--- src/rtl/hp_display_stream.sv ---
// hp_display_stream
//   Buffered serial driver for the HP dot-matrix display chain, hung off the CPU peripheral bus.
//   The CPU pushes {rs, byte} entries into a FIFO. A frame engine shifts them out MSB-first
//   under HP_CE low. Consecutive bytes with the same rs share one frame. The display latches
//   the data on the rising edge of HP_CE.
//
// Ports
//   CLK, RESET   system clock, synchronous active-high reset
//   WE, A, WD    bus write strobe, register address, write data
//   RD           read data, combinational from A
//   IRQ          IRQ_EN & idle & FIFO empty
//   HP_CE        chip enable (active low)       HP_RS      0 = dot register, 1 = control word
//   HP_CLK       serial clock                   HP_DO      serial data, sampled on HP_CLK rise
//   HP_RESET     display reset (active low)     HP_BLANK   blank
//   HP_OSCSEL    1 = internal oscillator
//
// Register map
//   A=0  W: push {WD[8], WD[7:0]}  R: level at [15:8], {ovf, full, empty, busy} at [3:0]
//   A=1  CTRL: [0] blank, [1] ext osc, [2] display reset, [3] IRQ_EN, [4] FLUSH (write-only)
//   A=2  DIV: half-period is DIV+1 CLK cycles
//   A=3  W: clear ovf
module hp_display_stream #(
   parameter int unsigned DEPTH = 16,
   parameter int unsigned DIV_W = 8,
   parameter int unsigned LVL_W = 5
) (
   input  logic        CLK,
   input  logic        RESET,
   input  logic        WE,
   input  logic [3:0]  A,
   input  logic [31:0] WD,
   output logic [31:0] RD,
   output logic        IRQ,
   output logic        HP_CE,
   output logic        HP_RS,
   output logic        HP_RESET,
   output logic        HP_BLANK,
   output logic        HP_OSCSEL,
   output logic        HP_DO,
   output logic        HP_CLK
);

   localparam int unsigned PTR_W = $clog2(DEPTH);

   typedef enum logic [2:0] {StIdle, StSetup, StLow, StHigh, StEnd, StGap} state_e;

   state_e             state_q, state_d;
   logic [DIV_W-1:0]   cnt_q, cnt_d;
   logic [DIV_W-1:0]   div_q, div_d;
   logic [DIV_W-1:0]   div_act_q, div_act_d;
   logic [3:0]         ctrl_q, ctrl_d;
   logic               ovf_q, ovf_d;
   logic [PTR_W-1:0]   wr_ptr_q, wr_ptr_d;
   logic [PTR_W-1:0]   rd_ptr_q, rd_ptr_d;
   logic [LVL_W-1:0]   level_q, level_d;
   logic [7:0]         sreg_q, sreg_d;
   logic [2:0]         bitcnt_q, bitcnt_d;
   logic               rs_q, rs_d;
   logic [8:0]         mem_q [DEPTH];
   logic [8:0]         mem_d [DEPTH];

   logic       wr_fifo, wr_ctrl, wr_div, wr_clr, flush;
   logic       empty, full, busy, tick;
   logic       pop, shift, push_ok;
   logic [8:0] head;
   logic       unused_wd;

   assign unused_wd = ^WD;

   // ---------------------------------------------------------------------------------------------
   // Bus decode and FIFO status
   // ---------------------------------------------------------------------------------------------
   always_comb begin
      wr_fifo = WE && (A == 4'd0);
      wr_ctrl = WE && (A == 4'd1);
      wr_div  = WE && (A == 4'd2);
      wr_clr  = WE && (A == 4'd3);
      flush   = wr_ctrl && WD[4];
      empty   = (level_q == '0);
      full    = (level_q == LVL_W'(DEPTH));
      busy    = (state_q != StIdle) || !empty;
      head    = mem_q[rd_ptr_q];
      // The divider only runs outside IDLE, so a tick can never fire there.
      tick    = (state_q != StIdle) && (cnt_q == div_act_q);
   end

   // ---------------------------------------------------------------------------------------------
   // FSM: state register
   // ---------------------------------------------------------------------------------------------
   always_ff @(posedge CLK) begin
      if (RESET) begin
         state_q <= StIdle;
      end else begin
         state_q <= state_d;
      end
   end

   // ---------------------------------------------------------------------------------------------
   // FSM: next state, plus the pop/shift requests it issues
   // ---------------------------------------------------------------------------------------------
   always_comb begin
      state_d = state_q;
      pop     = 1'b0;
      shift   = 1'b0;
      unique case (state_q)
         StIdle: begin
            if (!empty) begin
               pop     = 1'b1;
               state_d = StSetup;
            end
         end
         StSetup: if (tick) state_d = StLow;
         StLow:   if (tick) state_d = StHigh;
         StHigh: begin
            if (tick) begin
               if (bitcnt_q != 3'd0) begin
                  shift   = 1'b1;
                  state_d = StLow;
               end else if (!empty && (head[8] == rs_q)) begin
                  // Same register target: chain the next byte into this frame.
                  pop     = 1'b1;
                  state_d = StLow;
               end else begin
                  state_d = StEnd;
               end
            end
         end
         StEnd:   if (tick) state_d = StGap;
         StGap:   if (tick) state_d = StIdle;
         default: state_d = StIdle;
      endcase
      if (flush) begin
         state_d = StIdle;
         pop     = 1'b0;
         shift   = 1'b0;
      end
   end

   // ---------------------------------------------------------------------------------------------
   // FSM: outputs
   // ---------------------------------------------------------------------------------------------
   always_comb begin
      HP_CE  = 1'b1;
      HP_CLK = 1'b0;
      HP_DO  = 1'b0;
      unique case (state_q)
         StSetup, StLow: begin
            HP_CE = 1'b0;
            HP_DO = sreg_q[7];
         end
         StHigh: begin
            HP_CE  = 1'b0;
            HP_CLK = 1'b1;
            HP_DO  = sreg_q[7];
         end
         StEnd:   HP_CE = 1'b0;
         default: ;
      endcase
      HP_RS     = rs_q;
      HP_RESET  = ~ctrl_q[2];
      HP_BLANK  = ctrl_q[0];
      HP_OSCSEL = ~ctrl_q[1];
      IRQ       = ctrl_q[3] && !busy && empty;
   end

   // ---------------------------------------------------------------------------------------------
   // Datapath next state: shift register, divider, FIFO, registers
   // ---------------------------------------------------------------------------------------------
   always_comb begin
      sreg_d   = sreg_q;
      bitcnt_d = bitcnt_q;
      rs_d     = rs_q;
      if (pop) begin
         sreg_d   = head[7:0];
         bitcnt_d = 3'd7;
         rs_d     = head[8];
      end else if (shift) begin
         sreg_d   = {sreg_q[6:0], 1'b0};
         bitcnt_d = bitcnt_q - 3'd1;
      end

      // The active divisor is sampled at every reload so a DIV write never cuts a half-period.
      cnt_d     = cnt_q + DIV_W'(1);
      div_act_d = div_act_q;
      if ((state_q == StIdle) || tick) begin
         cnt_d     = '0;
         div_act_d = div_q;
      end

      push_ok  = wr_fifo && !full && !flush;
      mem_d    = mem_q;
      if (push_ok) begin
         mem_d[wr_ptr_q] = WD[8:0];
      end
      wr_ptr_d = push_ok ? wr_ptr_q + PTR_W'(1) : wr_ptr_q;
      rd_ptr_d = pop ? rd_ptr_q + PTR_W'(1) : rd_ptr_q;
      level_d  = level_q;
      if (push_ok && !pop) begin
         level_d = level_q + LVL_W'(1);
      end else if (pop && !push_ok) begin
         level_d = level_q - LVL_W'(1);
      end
      if (flush) begin
         wr_ptr_d = '0;
         rd_ptr_d = '0;
         level_d  = '0;
      end

      ovf_d = ovf_q;
      if (wr_clr) begin
         ovf_d = 1'b0;
      end
      if (wr_fifo && full) begin
         ovf_d = 1'b1;
      end
      ctrl_d = wr_ctrl ? WD[3:0] : ctrl_q;
      div_d  = wr_div ? WD[DIV_W-1:0] : div_q;
   end

   always_ff @(posedge CLK) begin
      if (RESET) begin
         cnt_q     <= '0;
         div_q     <= '0;
         div_act_q <= '0;
         ctrl_q    <= '0;
         ovf_q     <= 1'b0;
         wr_ptr_q  <= '0;
         rd_ptr_q  <= '0;
         level_q   <= '0;
         sreg_q    <= '0;
         bitcnt_q  <= '0;
         rs_q      <= 1'b0;
      end else begin
         cnt_q     <= cnt_d;
         div_q     <= div_d;
         div_act_q <= div_act_d;
         ctrl_q    <= ctrl_d;
         ovf_q     <= ovf_d;
         wr_ptr_q  <= wr_ptr_d;
         rd_ptr_q  <= rd_ptr_d;
         level_q   <= level_d;
         sreg_q    <= sreg_d;
         bitcnt_q  <= bitcnt_d;
         rs_q      <= rs_d;
      end
   end

   // FIFO storage needs no reset; entries are only read below the level count.
   always_ff @(posedge CLK) begin
      mem_q <= mem_d;
   end

   // ---------------------------------------------------------------------------------------------
   // Read mux
   // ---------------------------------------------------------------------------------------------
   always_comb begin
      RD = '0;
      case (A)
         4'd0: begin
            RD[8 +: LVL_W] = level_q;
            RD[3:0]        = {ovf_q, full, empty, busy};
         end
         4'd1:    RD[3:0]       = ctrl_q;
         4'd2:    RD[DIV_W-1:0] = div_q;
         default: ;
      endcase
   end

endmodule
--- config.mk ---
export PLATFORM = sky130hd
export DESIGN_NAME = hp_display_stream
export DESIGN_NICKNAME = d
export VERILOG_FILES = /design/src/rtl/hp_display_stream.sv
export SDC_FILE = /design/constraint.sdc
export NUM_CORES = 1
export LEC_CHECK = 0
export ABC_AREA = 1
export CORE_MARGIN = 10
export CORE_UTILIZATION = 35
export CTS_BUF_LIST = sky130_fd_sc_hd__clkbuf_8
export CTS_CLUSTER_DIAMETER = 30
export DETAILED_ROUTE_END_ITERATION = 7
export PLACE_DENSITY = 0.52
export SETUP_SLACK_MARGIN = 0.3
export SLEW_MARGIN = 20
export SYNTH_ARGS = -nofsm -noshare
export SYNTH_HDL_FRONTEND = slang
export SYNTH_SLANG_ARGS = --single-unit
--- constraint.sdc ---
create_clock -name CLK -period 7.27 [get_ports CLK]
set_input_delay 1.454 -clock CLK [delete_from_list [all_inputs] [get_ports CLK]]
set_output_delay 1.454 -clock CLK [all_outputs]
set_load 0.1 [all_outputs]
# --- Word level (Yosys, flattened, before mapping) ---
# Index checks and enable logic that the tools add are counted.
op_classes:
  bitwise: 4
  reduce_logical: 36
  add_sub_neg: 6
  eq_ne: 17
  magnitude_cmp: 3
  muxes: 39
ops:
  columns: ["operator", "count"]
  rows:
  - ["$bwmux W144", 1]
  - ["$bmux W9 S4", 1]
  - ["$demux W9 S4", 1]
  - ["$mux W3", 10]
  - ["$mux W9", 3]
  - ["$pmux W3 S6", 1]
  - ["$mux W8", 2]
  - ["$logic_and A1 B1 Y1", 15]
  - ["$mux W5", 3]
  - ["$mux W1", 14]
  - ["$ne A2 B2 Y1 const B", 6]
  - ["$pmux W4 S3", 1]
  - ["$ge A5 B5 Y1 const B", 2]
  - ["$not A4 Y5", 2]
  - ["$add A4 B1 Y4 const B", 2]
  - ["$add A8 B1 Y8 const B", 1]
  - ["$eq A4 B2 Y1 const B", 2]
  - ["$eq A8 B8 Y1", 1]
  - ["$eq A3 B2 Y1 const B", 2]
  - ["$eq A3 B3 Y1 const B", 2]
  - ["$logic_not A1 Y1", 6]
  - ["$reduce_and A6 Y1", 1]
  - ["$reduce_bool A2 Y1", 3]
  - ["$reduce_bool A3 Y1", 2]
  - ["other kinds (18)", 21]
totals:
  register_bits: 201
  out_inout_bits: 40
  input_bits: 39

# --- Longest topological paths before layout ---
# Gate-level depths: netlist of the first run.
depth:
  depth_word: 14
  mapped_depth: 23

# --- Worst setup path after synthesis of the first run ---
# OpenSTA, ideal clock, no wires.
synth_timing:
  path_type: "input port to output port"
  startpoint: "in A[3]"
  endpoint: "out RD[3]"
  path_buffers: 0
  arrival_time_ps: 3533
  path_stages: 5
  setup_slack_ps: 2283
  required_time_ps: 5816
  cell_sequence: "nor2_2 -> inv_1 -> nor3_1 -> inv_1 -> o221ai_1"
synth_via:
  elab_chain_len: 2
  word_cells_on_any_way: 4
synth_lines:
  columns: ["element", "line", "source"]
  rows:
  - ["start, declared", "30", "input logic [3:0] A,"]
  - ["$eq A4 B2 Y1, or another cell as far along", "258", "case (A)"]
  - ["$pmux W4 S3 (*)", "258", null]
  - ["end, declared", "32", "output logic [31:0] RD,"]
# Every way passes the cells marked *; elsewhere a longest branch is shown, timed or not.

# --- Worst setup path after layout of the first run ---
layout_timing:
  startpoint: "in A[3]"
  endpoint: "out RD[0]"
# The elaborated chain is that of the path after synthesis.

==> results of run 1 <==
-- cell families (layout without fill, tap and decap cells) --
| group | after synthesis | count (layout) | share of synthesized area |
|---|---|---|---|
| simple gates | 325 | 325 | 0.156 |
| mux | 1 | 1 | 0.00113 |
| compound gates | 184 | 184 | 0.120 |
| xor+xnor | 14 | 14 | 0.0139 |
| buf+inv | 138 | 205 | 0.0720 |
| other cells | 1 | 19 | 0.000424 |
| fa+ha+maj | 13 | 13 | 0.0192 |
| flops | 201 | 201 | 0.618 |
-- sequential cells by signal, indices dropped and copies added, names as in the netlist --
name	count
mem_q	144
cnt_q	8
div_act_q	8
div_q	8
sreg_q	8
level_q	5
ctrl_q	4
rd_ptr_q	4
wr_ptr_q	4
bitcnt_q	3
state_q	3
HP_RS	1
ovf_q	1
-- area by class of cell --
type | count | area share
multi-input combinational | 556 | 0.272
clock inverter | 30 | 0.0254
timing repair buffer | 43 | 0.0399
tap | 330 | 0.0399
sequential | 201 | 0.528
clock buffer | 49 | 0.0651
inverter | 83 | 0.0301
-- critical path: stages --
cell and delay [ps]:
clkdlybuf4s50_1 410, nor2_2 190, inv_1 80, nor3_1 200
inv_1 210, o221ai_1 270, clkdlybuf4s50_1 1180
-- power by group through the flow --
stage                     clock, mW  sequential, mW  combinational, mW
after CTS                      1.32            1.38               1.17
final                          1.29            1.38               1.15
after global placement            0            1.40               1.15
after global routing           1.38            1.40               1.30
after floorplan                   0            1.40              0.904
after detailed placement          0            1.41               1.16
-- worst max-delay path by stage --
stage,start,to,slack [ps],depth (start not counted)
after floorplan,A[3],RD[3],2280,5
after global placement,A[3],RD[2],1800,7
after detailed placement,A[3],RD[0],1780,7
after CTS,A[3],RD[0],1780,7
after global routing,A[3],RD[0],1570,7
final,A[3],RD[0],1820,7
-- stage by stage --
step	std cells	area, um^2	total power, mW
floorplan	895	8910	2.31
global placement	1213	9420	2.56
detailed placement	1213	9420	2.57
CTS	1292	10400	3.87
global route	1292	10400	4.07
finish	1292	10400	3.83
-- placed cells by master, fill, tap and decap left out, drive strengths merged, types with 2 or more instances in the layout --
master and instances:
nor3b 3, o21ai 86, edfxtp 144, nand3 45, inv 91, a221o 2
o22ai 4, nand4 9, xor2 6, conb 19, buf 7, ha 12
xnor2 8, clkbuf 49, nand2 134, clkinv 15, clkinvlp 3, bufinv 4
o211ai 20, a32o 2, o221ai 8, nor2 129, dfxtp 57, o21a 2
nor3 2, clkdlybuf4s50 36, a21oi 57
-- metal layers --
layer,vias up,wire [um],track usage
met4,0,534,0.0524
met5,-,0,0
met3,37,1160,0.0284
met2,139,10400,0.217
li1,3080,-,-
met1,2964,10200,0.184
==> qor.csv, run 1 <==
stage,metric,value,unit
status,status,"finished, final reports clean",
cts,cts_tree,yes,
synth,synth_seq_cells,201,
placed_design,io_buffer_count,36,
sta,post-route-period-util,0.750,
synth,synth_top_area_frac,0.489,
synth,yosysMostFrequentCell,edfxtp_1,
floorplanning,dieWidth,179,um
synth,synth_top_area_cell,edfxtp_1,
routing,drc_errors,0,
floorplanning,core_area,25000,um^2
synth,syn_area_per_cell,10.1,um^2
cts,post-cts-setup-buffers,0,
layout,final-seq-area,5470,um^2
layout,nets,981,
power_and_ir_drop,p_int,2.42,mW
placed_design,dpl_worst_slack,1780,ps
cts,path_clk_slew,50,ps
cts,ctsResizeCount,0,
power_and_ir_drop,p_leak,3.79,nW
synth,synth_cell_type_count,41,
synth,synth_area,8850,um^2
sta,finalSetupViolCount,0,
setup_path,critPathMaxFanout,8,
global_routing,grt_usage,0.138,
sta,hold_slack,483,ps
sta,fin_ws,1820,ps
power_and_ir_drop,switching_power,1.41,mW
global_routing,grt_max_degree,52,
sta,slew_viol_final,0,
setup_path,critPathCaptureType,primary output,
synth,yosysSeqAreaShare,0.618,
global_routing,grt_pass1_vias,5898,
sta,finalCriticalPeriod,5450,ps
cts,cts.htree.levels,2,
global_routing,grt_antenna_before_repair,0,
floorplanning,die-area,32000,um^2
floorplanning,fp-row-count,58,
power_and_ir_drop,vdd_drop_max,0.132,mV
cts,cts.path.max_buffers,3,
synth,syn_inst,877,
routing,avgRoutedWirePerCell,17.3,um
hold_path,min_to,sreg_q[1],
power_and_ir_drop,seqPwrFrac,0.361,
layout,antenna_cells,0,
setup_path,worstPathRequired,5820,ps
global_routing,grt_overflow,0,
layout,multi_input_area,2810,um^2
cts,cts_buffers,44,
cts,cts_root_buf,clkbuf_8,
cts,clkLatencyLatePin,560,ps
routing,drtAntennaViolNets,0,
layout,synthToLayoutAreaGrowth,17.1,%
setup_path,reg2reg_slack,3240,ps
placed_design,routabilityCongestion,0.777,
cts,ctsHoldBuffers,0,
setup_path,crit_arrival,4000,ps
floorplanning,fp.dieH,179,um
power_and_ir_drop,combPwrFrac,0.301,
setup_path,worstSetupPathType,in -> out,
layout,post-route-util,0.414,
hold_path,hold_start,sreg_q[1],
synth,synth_top_cells_by_area,"edfxtp_1 49%, dfxtp_1 13%, nand2_1 5.5%, nor2_1 5.4%, o21ai_0 3.6%",
power_and_ir_drop,swShare,0.368,
sta,tns,0,ps
sta,final_hold_viol_count,0,
global_routing,grt_pass1_wl,34.0,mm
synth,ys_top_cells_by_count,"144 x edfxtp_1, 130 x nand2_1, 127 x nor2_1",
synth,async_flop_share,0,
run,cap_viol_max_count,0,
sta,tightest_slew,1170,ps
placed_design,hpwl,13.8,mm
sta,slew-limit-headroom,0.220,
routing,first_iter_violations,418,
setup_path,startpoint_type,primary input,
setup_path,rr_endpoint,level_q[4],
setup_path,r2r_cells,22,
routing,via_per_inst,4.81,
floorplanning,io_pins,79,
cts,cts_num_sinks,201,
floorplanning,start_util,0.353,
power_and_ir_drop,clock_power_share,0.338,
hold_path,hp-class,reg -> reg,
routing,first_pass_iters,5,
power_and_ir_drop,power_density,370,nW/um^2
synth,synth_edf_count,144,
sta,finalClockSkew,33.2,ps
sta,fmax,183,MHz
sta,rsz0062_at_grt,false,
hold_path,hold_depth,2,
routing,vias,6220,
synth,ys.flop_type,edfxtp_1,
synth,yosysWarnings,0,
routing,drt_wl_total,22.3,mm
layout,n_fill_cell,2500,
setup_path,regToRegStartpoint,rd_ptr_q[0],
layout,drive_above_1_share,0.111,
Note: power is estimated with default switching activity, not from simulation.
==> inputs of run 2 (changes only) <==
PLACE_DENSITY = 0.54   (was 0.52)
clock period = 5 ns   (was 7.27 ns; I/O delays follow)
==> qor.csv, run 2 (same netlist as run 1, synthesis figures left out) <==
stage,metric,value,unit,change
sta,fin_ws,883,ps,-934 ps
power_and_ir_drop,vdd_drop_max,0.264,mV,+100%
layout,final_cell_mix,"144 x edfxtp_1, 130 x nand2_1, 127 x nor2_1",,
cts,path_clk_slew,50,ps,about the same
sta,rsz0062_at_grt,false,,
setup_path,crit_arrival,3120,ps,-880 ps
layout,final_common_cell,edfxtp_1,,
sta,finalSetupViolCount,0,,unchanged
setup_path,worstSetupPathType,reg -> out,,
global_routing,grt_pass1_vias,6217,,+5.4%
sta,slew-limit-headroom,0.337,,+0.117
floorplanning,start_util,0.353,,unchanged
routing,drc_errors,0,,unchanged
placed_design,dp.cells,1228,,+1.2%
floorplanning,fp.dieH,179,um,unchanged
sta,finalClockSkew,32.9,ps,-0.306 ps
sta,tightest_slew,991,ps,-175 ps
global_routing,grt_overflow,0,,unchanged
placed_design,hpwl,13.5,mm,-2.0%
layout,n_fill_cell,2475,,-1.0%
setup_path,worstPathRequired,4000,ps,-1820 ps
status,status,"finished, final reports clean",,
setup_path,critPathCaptureType,primary output,,
sta,post-route-period-util,0.823,,
cts,ctsResizeCount,0,,unchanged
sta,final_hold_viol_count,0,,unchanged
floorplanning,io_pins,79,,unchanged
placed_design,postPlaceCellArea,9500,um^2,+0.85%
sta,finalCriticalPeriod,4120,ps,
cts,cts_num_sinks,201,,unchanged
setup_path,critPathMaxFanout,11,,+3
layout,antenna_cells,0,,unchanged
global_routing,grt_usage,0.137,,-0.00101
power_and_ir_drop,p_leak,3.86,nW,+1.7%
sta,slew_viol_final,0,,unchanged
global_routing,grt_pass1_wl,34.4,mm,+1.1%
global_routing,grt_max_degree,45,,-13%
cts,post-cts-setup-buffers,0,,unchanged
cts,cts_buffers,43,,-2.3%
routing,drtAntennaViolNets,0,,unchanged
floorplanning,fp-row-count,58,,unchanged
routing,drt_wl_total,21.7,mm,-2.9%
floorplanning,die-area,32000,um^2,unchanged
placed_design,io_buffer_count,36,,unchanged
cts,cts_root_buf,clkbuf_8,,
hold_path,hp-class,reg -> reg,,
cts,clkLatencyLatePin,530,ps,-30 ps
cts,cts.htree.levels,2,,unchanged
setup_path,startpoint_type,flop,,
routing,vias,6256,,+0.58%
cts,cts_tree,yes,,
routing,avgRoutedWirePerCell,16.6,um,-3.7%
layout,largest_reg_flops,144,,unchanged
power_and_ir_drop,power_density,523,nW/um^2,+41%
cts,cts.path.max_buffers,3,,unchanged
cts,ctsHoldBuffers,0,,unchanged
floorplanning,core_area,25000,um^2,unchanged
global_routing,grt_antenna_before_repair,0,,unchanged
layout,nets,995,,+1.4%
sta,fmax,243,MHz,
layout,instances_no_fill,1304,,+0.93%
routing,first_iter_violations,434,,+3.8%
routing,via_per_inst,4.80,,-0.35%
layout,drive_above_1_share,0.128,,+0.0171
run,cap_viol_max_count,0,,unchanged
layout,stdcell_area,10300,um^2,about the same
layout,top_register,mem_q,,
floorplanning,dieWidth,179,um,unchanged
placed_design,routabilityCongestion,0.739,,-4.9%
routing,first_pass_iters,4,,-1
placed_design,dpl_worst_slack,924,ps,-855 ps
sta,tns,0,ps,unchanged
layout,synthToLayoutAreaGrowth,17.0,%,about the same
run 2: cell types whose count changed in the layout (fill, tap and decap cells not counted), sizes merged:
cell,before,now
clkinv,15,16
buf,7,35
clkbuf,49,44
clkdlybuf4s50,36,23
clkinvlp,3,4
run 2: layer usage:
metal,global-route usage,up-vias,routed length (um)
met5,0,-,0
met4,0.0468,0,449
met2,0.221,148,10200
li1,-,3105,-
met3,0.0280,42,1260
met1,0.180,2961,9780
run 2: path summary, 6_finish.rpt:
kind / from / cells after the start / to / slack (ps)
min: cnt_q[0] / 1 / cnt_q[0] / 480
max reg2reg: rd_ptr_q[1] / 19 / level_q[4] / 1470
max: level_q[0] / 8 / IRQ / 880
min reg2reg: cnt_q[0] / 1 / cnt_q[0] / 480
run 2: through the flow:
stage | power (mW) | util | hold WS (ps)
after detailed placement | 3.72 | 0.379 | 470
final | 5.41 | 0.413 | 481
after global placement | 3.70 | 0.379 | 465
after floorplan | 3.35 | - | 439
after CTS | 5.47 | 0.413 | 483
after global routing | 5.78 | 0.413 | 505
run 2: cell type report:
cell class | count | area (um^2) | area share
sequential | 201 | 5470 | 0.528
timing repair buffer | 58 | 493 | 0.0476
inverter | 83 | 312 | 0.0301
tap | 330 | 413 | 0.0399
clock inverter | 32 | 246 | 0.0238
clock buffer | 44 | 606 | 0.0585
multi-input combinational | 556 | 2810 | 0.272
run 2: critical path, stage by stage (launching register included):
cell and delay [ps]:
dfxtp_1 350, nor4_1 380, inv_1 100, nor2_1 150, inv_2 140, nor2_1 190
inv_2 60, nor2_1 90, clkdlybuf4s50_1 1140
run 2: where the power goes:
part / total [mW] / internal (mW) / switching, mW
Combinational: 1.67 / 0.490 / 1.18
Clock: 1.74 / 1.02 / 0.719
Sequential: 2.00 / 1.91 / 0.0912
==> inputs of run 3 (changes only) <==
clock period = 3.4 ns   (was 5 ns; I/O delays follow)
==> qor.csv, run 3 (same netlist as run 1, synthesis figures left out) <==
stage,metric,value,unit,change
sta,slew_viol_final,0,,unchanged
sta,post-route-period-util,0.867,,
layout,post-route-util,0.428,,+0.0144
global_routing,grt_antenna_before_repair,0,,unchanged
floorplanning,die-area,32000,um^2,unchanged
setup_path,critPathCaptureType,primary output,,
layout,drive_above_1_share,0.175,,+0.0467
setup_path,critPathMaxFanout,8,,-3
sta,tightest_slew,842,ps,-149 ps
sta,slew-limit-headroom,0.437,,+0.100
cts,clkLatencyLatePin,540,ps,about the same
global_routing,grt_pass1_vias,6285,,+1.1%
layout,nets,1016,,+2.1%
layout,n_fill_cell,2397,,-3.2%
routing,drc_errors,0,,unchanged
layout,stdcell_area,10700,um^2,+3.5%
routing,drtAntennaViolNets,0,,unchanged
routing,drt_wl_total,22.6,mm,+4.1%
placed_design,routabilityCongestion,0.771,,+4.3%
sta,finalSetupViolCount,0,,unchanged
placed_design,hpwl,14.9,mm,+10%
cts,ctsHoldBuffers,0,,unchanged
floorplanning,fp.dieH,179,um,unchanged
setup_path,worstSetupPathType,in -> out,,
layout,multi_input_area,2850,um^2,+1.3%
sta,rsz0062_at_grt,true,,
power_and_ir_drop,p_leak,4.03,nW,+4.5%
layout,final_common_cell,edfxtp_1,,
floorplanning,fp-row-count,58,,unchanged
hold_path,hp-class,reg -> reg,,
floorplanning,start_util,0.353,,unchanged
hold_path,hold_start,div_q[6],,
placed_design,postPlaceCellArea,9820,um^2,+3.4%
global_routing,grt_pass1_wl,35.7,mm,+3.6%
sta,hold_slack,482,ps,+0.715 ps
layout,largest_reg_flops,144,,unchanged
setup_path,startpoint_type,primary input,,
setup_path,worstPathRequired,2720,ps,-1280 ps
setup_path,regToRegStartpoint,rd_ptr_q[0],,
run,cap_viol_max_count,0,,unchanged
sta,final_hold_viol_count,0,,unchanged
cts,cts_num_sinks,201,,unchanged
cts,ctsResizeCount,0,,unchanged
routing,first_pass_iters,5,,+1
cts,cts.path.max_buffers,3,,unchanged
sta,tns,0,ps,unchanged
setup_path,crit_path_start,A[3],,
layout,antenna_cells,0,,unchanged
cts,cts_buffers,42,,-2.3%
routing,avgRoutedWirePerCell,17.1,um,+2.5%
sta,finalClockSkew,26.9,ps,-6.04 ps
setup_path,crit_arrival,2270,ps,-850 ps
cts,post-cts-setup-buffers,0,,unchanged
routing,vias,6382,,+2.0%
layout,final_cell_mix,"144 x edfxtp_1, 130 x nand2_1, 124 x nor2_1",,
routing,first_iter_violations,532,,+23%
global_routing,grt_max_degree,39,,-13%
floorplanning,io_pins,79,,unchanged
sta,finalCriticalPeriod,2950,ps,
cts,cts_tree,yes,,
layout,top_register,mem_q,,
layout,synthToLayoutAreaGrowth,21.1,%,
routing,via_per_inst,4.82,,+0.47%
global_routing,grt_usage,0.143,,+0.00601
global_routing,grt_overflow,0,,unchanged
floorplanning,core_area,25000,um^2,unchanged
cts,cts_root_buf,clkbuf_8,,
cts,path_clk_slew,50,ps,about the same
placed_design,io_buffer_count,36,,unchanged
status,status,"finished, final reports clean",,
cts,cts.htree.levels,2,,unchanged
power_and_ir_drop,power_density,754,nW/um^2,+44%
sta,fmax,339,MHz,
power_and_ir_drop,vdd_drop_max,0.322,mV,+22%
floorplanning,dieWidth,179,um,unchanged
power_and_ir_drop,total_power,8.07,mW,+49%
layout,final-seq-area,5470,um^2,about the same
[run 3: changes by cell type in the layout (fill, tap and decap cells not counted), sizes merged]
| cell | previous run | this run |
|---|---|---|
| clkbuf | 44 | 46 |
| clkdlybuf4s50 | 23 | 15 |
| clkinvlp | 4 | 3 |
| clkinv | 16 | 13 |
| bufinv | 4 | 3 |
| buf | 35 | 65 |
| inv | 91 | 92 |
[run 3: final cells by class]
cell class / count / share of cell area
Clock buffer: 46 / 0.0591
Clock inverter: 28 / 0.0210
Inverter: 83 / 0.0293
Multi-Input combinational cell: 556 / 0.266
Sequential cell: 201 / 0.511
Tap cell: 330 / 0.0386
Timing Repair Buffer: 80 / 0.0751
[run 3: path summary, 6_finish.rpt]
path,end,slack [ps],cells after the start
worst max-delay path,RD[2],450,7
worst min-delay path,div_q[6],480,2
worst max register to register,level_q[4],550,20
worst min register to register,div_q[6],480,2
[run 3: critical path, cell delays in order]
cell             delay, ps
clkdlybuf4s50_1        410
nor2_2                 200
inv_1                   80
nor3_1                 240
inv_2                  170
o221ai_2               270
buf_12                 210
[run 3: per-layer routing]
layer / track usage / vias to the layer above / wire, um
met1: 0.188 / 3046 / 10200
met2: 0.233 / 149 / 10700
met4: 0.0417 / 0 / 427
li1: - / 3150 / -
met3: 0.0303 / 37 / 1270
met5: 0 / - / 0
[run 3: where the power goes]
part | internal (mW) | total [mW] | switching (mW)
registers | 2.81 | 2.96 | 0.152
logic | 0.785 | 2.56 | 1.77
clock network | 1.49 | 2.55 | 1.06
[run 3: through the flow]
stage,setup slack (ps),instances
global placement,127,1250
global route,270,1324
detailed placement,109,1250
CTS,326,1324
floorplan,8.49,895
finish,451,1324
